File: src/rtl/wb_arbiter_pkg.sv
// Shared widths, the writeback packet type and the saturating counter helper
// used by the writeback arbiter.
package wb_arbiter_pkg;

    localparam int ROB_W   = 6;
    localparam int PHYS_W  = 7;
    localparam int EPOCH_W = 3;
    localparam int CNT_W   = 16;

    // One writeback result as produced by an execution unit.
    typedef struct packed {
        logic [31:0]        pc;
        logic               uses_rd;
        logic [ROB_W-1:0]   rob_idx;
        logic [PHYS_W-1:0]  prd_new;
        logic [EPOCH_W-1:0] epoch;
        logic [31:0]        data;
    } wb_pkt_t;

    // Add inc to cnt, clamping at the all-ones value instead of wrapping.
    function automatic logic [CNT_W-1:0] sat_add(input logic [CNT_W-1:0] cnt,
                                                 input logic [CNT_W-1:0] inc);
        logic [CNT_W:0] sum;
        sum = {1'b0, cnt} + {1'b0, inc};
        return sum[CNT_W] ? '1 : sum[CNT_W-1:0];
    endfunction

endpackage

File: src/rtl/rr_arbiter.sv
// Combinational round-robin picker: the first requester found when walking
// upward from ptr (wrapping at N) receives the one-hot grant.
module rr_arbiter #(
    parameter int N     = 3,
    parameter int PTR_W = (N > 1) ? $clog2(N) : 1
) (
    input  logic [N-1:0]     req,
    input  logic [PTR_W-1:0] ptr,
    output logic [N-1:0]     gnt,
    output logic             any_gnt
);

    // Walk the requesters in priority order starting at ptr; first hit wins.
    always_comb begin
        // NOTE: every output of a combinational block gets a default before any
        // conditional assignment, otherwise synthesis infers a latch.
        gnt     = '0;
        any_gnt = 1'b0;
        for (int i = 0; i < N; i++) begin
            int idx;
            idx = int'(ptr) + i;
            if (idx >= N) idx = idx - N;
            if (!any_gnt && req[PTR_W'(idx)]) begin
                gnt[PTR_W'(idx)] = 1'b1;
                any_gnt          = 1'b1;
            end
        end
    end

endmodule

File: src/rtl/wb_arbiter.sv
// Writeback arbiter: drops results from stale epochs, picks one live result
// per cycle round-robin and broadcasts it on the CDB one cycle later.
module wb_arbiter
    import wb_arbiter_pkg::*;
#(
    parameter int NSRC    = 3,
    parameter int ROB_W   = wb_arbiter_pkg::ROB_W,
    parameter int PHYS_W  = wb_arbiter_pkg::PHYS_W,
    parameter int EPOCH_W = wb_arbiter_pkg::EPOCH_W
) (
    input  logic                           clk,
    input  logic                           rst,
    input  logic [NSRC-1:0]                src_valid,
    output logic [NSRC-1:0]                src_ready,
    input  logic [NSRC-1:0][31:0]          src_pc,
    input  logic [NSRC-1:0]                src_uses_rd,
    input  logic [NSRC-1:0][ROB_W-1:0]     src_rob_idx,
    input  logic [NSRC-1:0][PHYS_W-1:0]    src_prd_new,
    input  logic [NSRC-1:0][EPOCH_W-1:0]   src_epoch,
    input  logic [NSRC-1:0][31:0]          src_data,
    input  logic                           flush_valid,
    input  logic [EPOCH_W-1:0]             flush_epoch,
    output logic                           cdb_valid,
    output logic [31:0]                    cdb_pc,
    output logic                           cdb_uses_rd,
    output logic [ROB_W-1:0]               cdb_rob_idx,
    output logic [PHYS_W-1:0]              cdb_prd_new,
    output logic [31:0]                    cdb_data,
    output logic [1:0]                     cdb_src,
    output logic                           prf_we,
    output logic [15:0]                    drop_count
);

    localparam int PTR_W = (NSRC > 1) ? $clog2(NSRC) : 1;

    logic [EPOCH_W-1:0] cur_epoch;
    logic [PTR_W-1:0]   rr_ptr;
    logic [NSRC-1:0]    stale;
    logic [NSRC-1:0]    req;
    logic [NSRC-1:0]    gnt;
    logic               any_gnt;
    logic [PTR_W-1:0]   win_sel;
    logic [CNT_W-1:0]   n_stale;

    // Classify sources, build the request vector and the handshake, count drops.
    always_comb begin
        stale   = '0;
        n_stale = '0;
        win_sel = '0;
        for (int i = 0; i < NSRC; i++) begin
            stale[i] = src_valid[i] && ((src_epoch[i] != cur_epoch) || flush_valid);
            if (stale[i]) n_stale = n_stale + 16'd1;
            if (gnt[i])   win_sel = PTR_W'(i);
        end
        // Nothing is accepted while in reset, so a request there is simply lost.
        req       = rst ? '0 : (src_valid & ~stale);
        src_ready = rst ? '0 : (stale | gnt);
    end

    rr_arbiter #(
        .N     (NSRC),
        .PTR_W (PTR_W)
    ) u_rr (
        .req     (req),
        .ptr     (rr_ptr),
        .gnt     (gnt),
        .any_gnt (any_gnt)
    );

    // Register the winner's payload, advance the pointer, track epoch and drops.
    always_ff @(posedge clk) begin
        // NOTE: state is written with non-blocking assignments so every register
        // samples the pre-edge values regardless of statement order.
        if (rst) begin
            cdb_valid   <= 1'b0;
            cdb_pc      <= '0;
            cdb_uses_rd <= 1'b0;
            cdb_rob_idx <= '0;
            cdb_prd_new <= '0;
            cdb_data    <= '0;
            cdb_src     <= '0;
            rr_ptr      <= '0;
            cur_epoch   <= '0;
            drop_count  <= '0;
        end else begin
            cdb_valid <= any_gnt;
            if (any_gnt) begin
                cdb_pc      <= src_pc[win_sel];
                cdb_uses_rd <= src_uses_rd[win_sel];
                cdb_rob_idx <= src_rob_idx[win_sel];
                cdb_prd_new <= src_prd_new[win_sel];
                cdb_data    <= src_data[win_sel];
                cdb_src     <= 2'(win_sel);
                rr_ptr      <= (int'(win_sel) == NSRC - 1) ? '0 : win_sel + 1'b1;
            end
            if (flush_valid) cur_epoch <= flush_epoch;
            drop_count <= sat_add(drop_count, n_stale);
        end
    end

    assign prf_we = cdb_valid && cdb_uses_rd;

endmodule

File: config.mk
export PLATFORM = sky130hd
export DESIGN_NAME = wb_arbiter
export DESIGN_NICKNAME = d
export VERILOG_FILES = /design/src/rtl/wb_arbiter_pkg.sv /design/src/rtl/rr_arbiter.sv /design/src/rtl/wb_arbiter.sv
export SDC_FILE = /design/constraint.sdc
export NUM_CORES = 1
export LEC_CHECK = 0
export CORE_MARGIN = 10
export CORE_UTILIZATION = 39
export DETAILED_ROUTE_END_ITERATION = 10
export PLACE_DENSITY_LB_ADDON = 0.1
export SYNTH_ARGS = -nofsm -noshare
export SYNTH_HDL_FRONTEND = slang
export SYNTH_SLANG_ARGS = --single-unit
File: constraint.sdc
create_clock -name clk -period 13.7 [get_ports clk]
set_clock_uncertainty 0.1 [all_clocks]
set_input_delay 4.11 -clock clk [delete_from_list [all_inputs] [get_ports clk]]
set_output_delay 4.11 -clock clk [all_outputs]
set_load 0.02 [all_outputs]
# Word level (Yosys, flattened, before mapping)
# Index checks and enable logic that the tools add are counted.
# word_totals
ff_bits	102
inputBits	252
output_inout_bits	101
word_cells	95
# classes
addsub	9
order_cmp	10
n_eq_ne	4
muxes	43
bitwise_logic	5
n_reduce_logical	14
# op_table
operator	count
$bmux W32 S2	2
$mux W32	2
$mux W16	3
$add A16 B1 Y16 const B	2
$add A16 B16 Y17	1
$mux W1	15
$mux W3	5
$bmux W7 S2	1
$bmux W6 S2	1
$lt A2 B4 Y1 const B	3
$mux W2	5
$logic_and A1 B1 Y1	9
$ne A3 B3 Y1	3
$or A3 B3 Y3	3
$bmux W1 S2	4
$mux W7	1
$demux W1 S2	3
$ge A2 B1 Y1 const B	3
$ge A3 B2 Y1 const B	2
$mux W6	1
$sub A2 B1 Y2 const B	2
$add A2 B1 Y3 const B	1
$add A2 B2 Y3 const B	1
$and A3 B3 Y3	1
8 further kinds	11

# Longest topological paths before layout
# logic_depth
depth_word	20
depth_mapped	16
depth_no_buf	15

# By module
# From an unflattened synthesis, not the netlist that was laid out.
# unflattened
cells_unflattened	695
hier_area_um2	5859.4
# by_module_without_submodules
module	n_inst	cells_per_inst	area_per_inst_um2	seq_area_each_um2
wb_arbiter	1	662	5595.4	2021.9
rr_arbiter	1	33	264.0	0.0

# Worst setup path before layout
# Ideal clock, no wire load.
# synth_timing
kind	in2out
startpoint	in flush_valid
endpoint	out src_ready[1]
arrival_ns	6.170
path_slack_ns	3.320
stages	7
cell_sequence	or3b_1 > or4_1 > buf_2 > or4_4 > a31oi_4 > nor2_1 > a21oi_1
# synth_between
elab_chain_cells	17
word_cells_on_any_way	31
classes_between	mux (16); bitwise (5); reduce/logical (10)
# synth_lines
element	line_no	text
from (decl)	wb_arbiter.sv:21	input logic flush_valid,
$logic_or A1 B1 Y1	wb_arbiter.sv:51	stale[i] = src_valid[i] && ((src_epoch[i] != cur_epoch) || flush_valid);
$logic_and A1 B1 Y1	wb_arbiter.sv:51	
$not A3 Y3	wb_arbiter.sv:56	req = rst ? '0 : (src_valid & ~stale);
$and A3 B3 Y3	wb_arbiter.sv:56	
$mux W3	wb_arbiter.sv:56	
$bmux W1 S2	rr_arbiter.sv:23	if (!any_gnt && req[PTR_W'(idx)]) begin
$mux W1 (not written as such) (2 in series)	rr_arbiter.sv:23	
$mux W1	rr_arbiter.sv:23	
$logic_not A1 Y1	rr_arbiter.sv:23	
$logic_and A1 B1 Y1	rr_arbiter.sv:23	
$mux W1	rr_arbiter.sv:23	
$logic_not A1 Y1	rr_arbiter.sv:23	
$logic_and A1 B1 Y1	rr_arbiter.sv:23	
$mux W3	rr_arbiter.sv:23	
$or A3 B3 Y3 (*)	wb_arbiter.sv:57	src_ready = rst ? '0 : (stale | gnt);
$mux W3 (*)	wb_arbiter.sv:57	
to (decl)	wb_arbiter.sv:14	output logic [NSRC-1:0] src_ready,
# Mark *: on every way between the ends. The rest lies on a longest branch, timed or not. The select of a mux whose other input is x is not followed.

# Worst setup path after layout
# Same ends and word-level chain as after synthesis.

==> impl_metrics.csv <==
group,metric,value,unit
layout,area_growth_syn_to_layout,72.3,%
layout,final_util,68.9,%
sta,max_slew_margin,32.1,%
synthesis,synth_edf_count,0,
routing,drt_iter0_drc,457,
sta,worst_slack,1.98,ns
sta,setup_viol,0,
routing,wire_per_inst,22.2,um
power,p_sw_share,26.4,%
clock_tree,numCtsBuffers,9,
synthesis,synth_area,0.00534,mm^2
layout,layout-drive-gt1-share,8.63,%
global_route,grt_max_degree,80,
outcome,status,"finished clean",
synthesis,synth-warning-count,0,
clock_tree,postCtsSetupBuffers,0,
global_route,grt_pass1_wl,36800,um
power,vdd_drop_max,0.0621,mV
sta,period_share,85.6,%
layout,fill_cells,1052,
sta,max_freq,85.3,MHz
global_route,antenna_found_initial,0,
die,start_util,40.0,%
sta,hold_viol,0,
setup_path,worst-path-buf-inv,2,
synthesis,ys.flop_type,"dfxtp_1",
setup_path,cpMostUsedCell,"clkdlybuf4s50_1",
setup_path,cp-start-kind,"input port",
die,die_w,137,um
synthesis,syn_area_per_cell,8.78,um^2
synthesis,synth.most_common_cell,"dfxtp_1",
clock_tree,clock_sinks,101,
clock_tree,cts.path.max_buffers,2,
hold_path,hold_class,"reg -> reg",
power,cellLeakagePower,3.38,nW
clock_tree,clk-insertion-delay-late,0.34,ns
layout,fin_area,0.00919,mm^2
global_route,grt_overflow,0,
synthesis,yosysSeqAreaShare,37.9,%
routing,num_vias,6169,
setup_path,cpPeakStageDelay,0.65,ns
power,p_sw,215,uW
layout,layout.nets,1184,
die,die_area,0.0188,mm^2
synthesis,ys_types,57,
synthesis,synthMuxAreaShare,1.13,%
global_route,grt_pass1_vias,6453,
routing,via_per_inst,5.59,
sta,worstMarginPinSlew,1.01,ns
power,pwr-share-comb,25.6,%
clock_tree,post_cts_resized,0,
clock_tree,ctsHtreeMaxLevel,3,
synthesis,synth-xor-area-share,3.77,%
routing,drt_pass1_iterations,8,
synthesis,synth_top_cell_area_share,37.9,%
power,clock_power_share,34.5,%
clock_tree,holdBufCountCts,0,
setup_path,critical_path_class,"in -> out",
synthesis,synth_common_cells,"dfxtp_1 (101), nand2_1 (92), nor2_1 (56)",
power,powerDensity,88.6,mW/mm^2
placed_design,io_buffer_count,352,
synthesis,ys_ff_latch,101,
setup_path,cp-end-kind,"output port",
setup_path,crit_chain,"clkdlybuf4s50_1 -> or3b_1 -> or4_1 -> or4_4 -> a31oi_4 -> nor2_1 -> a21oi_1 -> clkdlybuf4s50_1",
sta,rsz0062_at_grt,"no",
synthesis,synth_compound_area_share,27.9,%
die,rows,42,
placed_design,dp.final_hpwl,19100,um
setup_path,critical_path.slowest_cell,"clkdlybuf4s50_1",
power,p_seq_share,39.9,%
synthesis,synthesis.nets,870,
die,die_y,137,um
sta,period_needed,11.72,ns
routing,drc,0,
setup_path,cp_max_fo,12,
run,cap_viol_max_count,0,
clock_tree,cts.clk_slew.worst_paths,0.06,ns
setup_path,crit_family,"simple AND/OR/NAND/NOR gates",
setup_path,cp.required,9.49,ns
synthesis,synth_top_family_by_area,"compound AO/OA/AOI/OAI gates",
synthesis,yosys.area.top_type,"dfxtp_1",
sta,setup-tns-final,0,ns
power,total_power,815,uW
routing,wirelength,24500,um
global_route,track_usage,24.8,%
synthesis,synth_area_leaders,"dfxtp_1 (38%), a222oi_1 (6.8%), nand2_1 (6.5%)",
synthesis,syn-instance-count,608,
placed_design,place_ws,2.01,ns
power,intPower,599,uW
die,core,0.0133,mm^2
clock_tree,cts-root-buf,"clkbuf_16",
die,boundaryPins,353,
routing,antenna_left,0,
synthesis,synthAdderAreaFrac,2.49,%
synthesis,async_reset_ff_share,0,%
placed_design,dpl-instance-area,0.00886,mm^2
setup_path,worstPathArrival,7.51,ns
placed_design,gp_congestion,0.908,
clock_tree,cts_tree,"yes",
sta,drv_slew,0,
synthesis,synth-simple-area-share,20.8,%
[logic make-up (layout without fill, tap and decap cells)]
group / Yosys count / count (layout)
mux: 6 / 6
simple gates: 240 / 240
other cells: 0 / 1
flops: 101 / 101
buf+inv: 68 / 387
fa+ha+maj: 10 / 10
xor+xnor: 23 / 23
compound gates: 160 / 160
[worst reg2reg max path: cells and delay by family (launching register included)]
kind                       cells  cell delay [ns]
buffers and inverters          3             0.24
DFF                            1             0.47
and+or+nand+nor                2             0.70
adders and majority gates      3             0.94
xor gates and xnor gates       2             0.33
AOI/OAI and AO/OA              3             1.05
[through the flow]
stage | std cells | hold WS [ns]
final | 1104 | 0.346
after global routing | 1103 | 0.369
after CTS | 1103 | 0.351
after detailed placement | 1087 | 0.343
after global placement | 1087 | 0.332
after floorplan | 608 | 0.369
[cell type report]
type	count	area (um^2)	share of cell area, %
repair buffers	359	3570	38.8
multi-input cells	439	3010	32.7
flip-flops and latches	101	2020	22.0
clock buffers	12	256	2.79
well taps	176	220	2.40
clock inverters	4	70.1	0.762
inverters	12	45.0	0.490
diodes	1	2.50	0.0272
[registers in the layout, indices dropped and copies added, names as in the netlist, 2 cells and up]
name and count:
cdb_data 32, cdb_pc 32, drop_count 16, cdb_prd_new 7, cdb_rob_idx 6, cur_epoch 3
rr_ptr 2
[path summary, 6_finish.rpt]
kind                                    from            end  slack, ns  cells past startpoint
worst max register to register  cur_epoch[1]  drop_count[0]       9.80                     13
worst min-delay path            cdb_data[20]   cdb_data[20]       0.35                      2
worst min register to register  cdb_data[20]   cdb_data[20]       0.35                      2
worst max-delay path             flush_valid   src_ready[1]       1.98                      8
[routing by layer]
metal / vias to the layer above / GRT usage [%] / share of wire (%)
met5: - / 0 / 0
li1: 2898 / - / -
met4: 0 / 8.37 / 2.4
met2: 307 / 43.7 / 51
met3: 32 / 10.1 / 11
met1: 2932 / 26.2 / 35
[power groups by stage]
stage               clock [mW]  sequential [mW]  combinational, mW
floorplan                    0            0.349             0.0594
global placement             0            0.329              0.205
detailed placement           0            0.331              0.209
CTS                      0.288            0.324              0.210
global route             0.298            0.326              0.224
finish                   0.281            0.325              0.209
[cells in the final DEF, fill, tap and decap left out, types with 7 or more instances in the layout]
cell type,synthesis,layout
clkdlybuf4s50_1,0,351
dfxtp_1,101,101
nand2_1,92,92
nor2_1,56,56
nand3_1,44,44
a222oi_1,36,36
a21oi_1,21,20
a221oi_2,20,20
a211oi_2,20,20
o221ai_1,19,19
o21ai_1,19,19
xor2_1,12,12
inv_1,11,11
xnor2_1,11,11
nand2_2,10,10
ha_1,9,9
clkbuf_16,0,9
buf_4,4,7
Note: power is estimated with default switching activity, not from simulation.
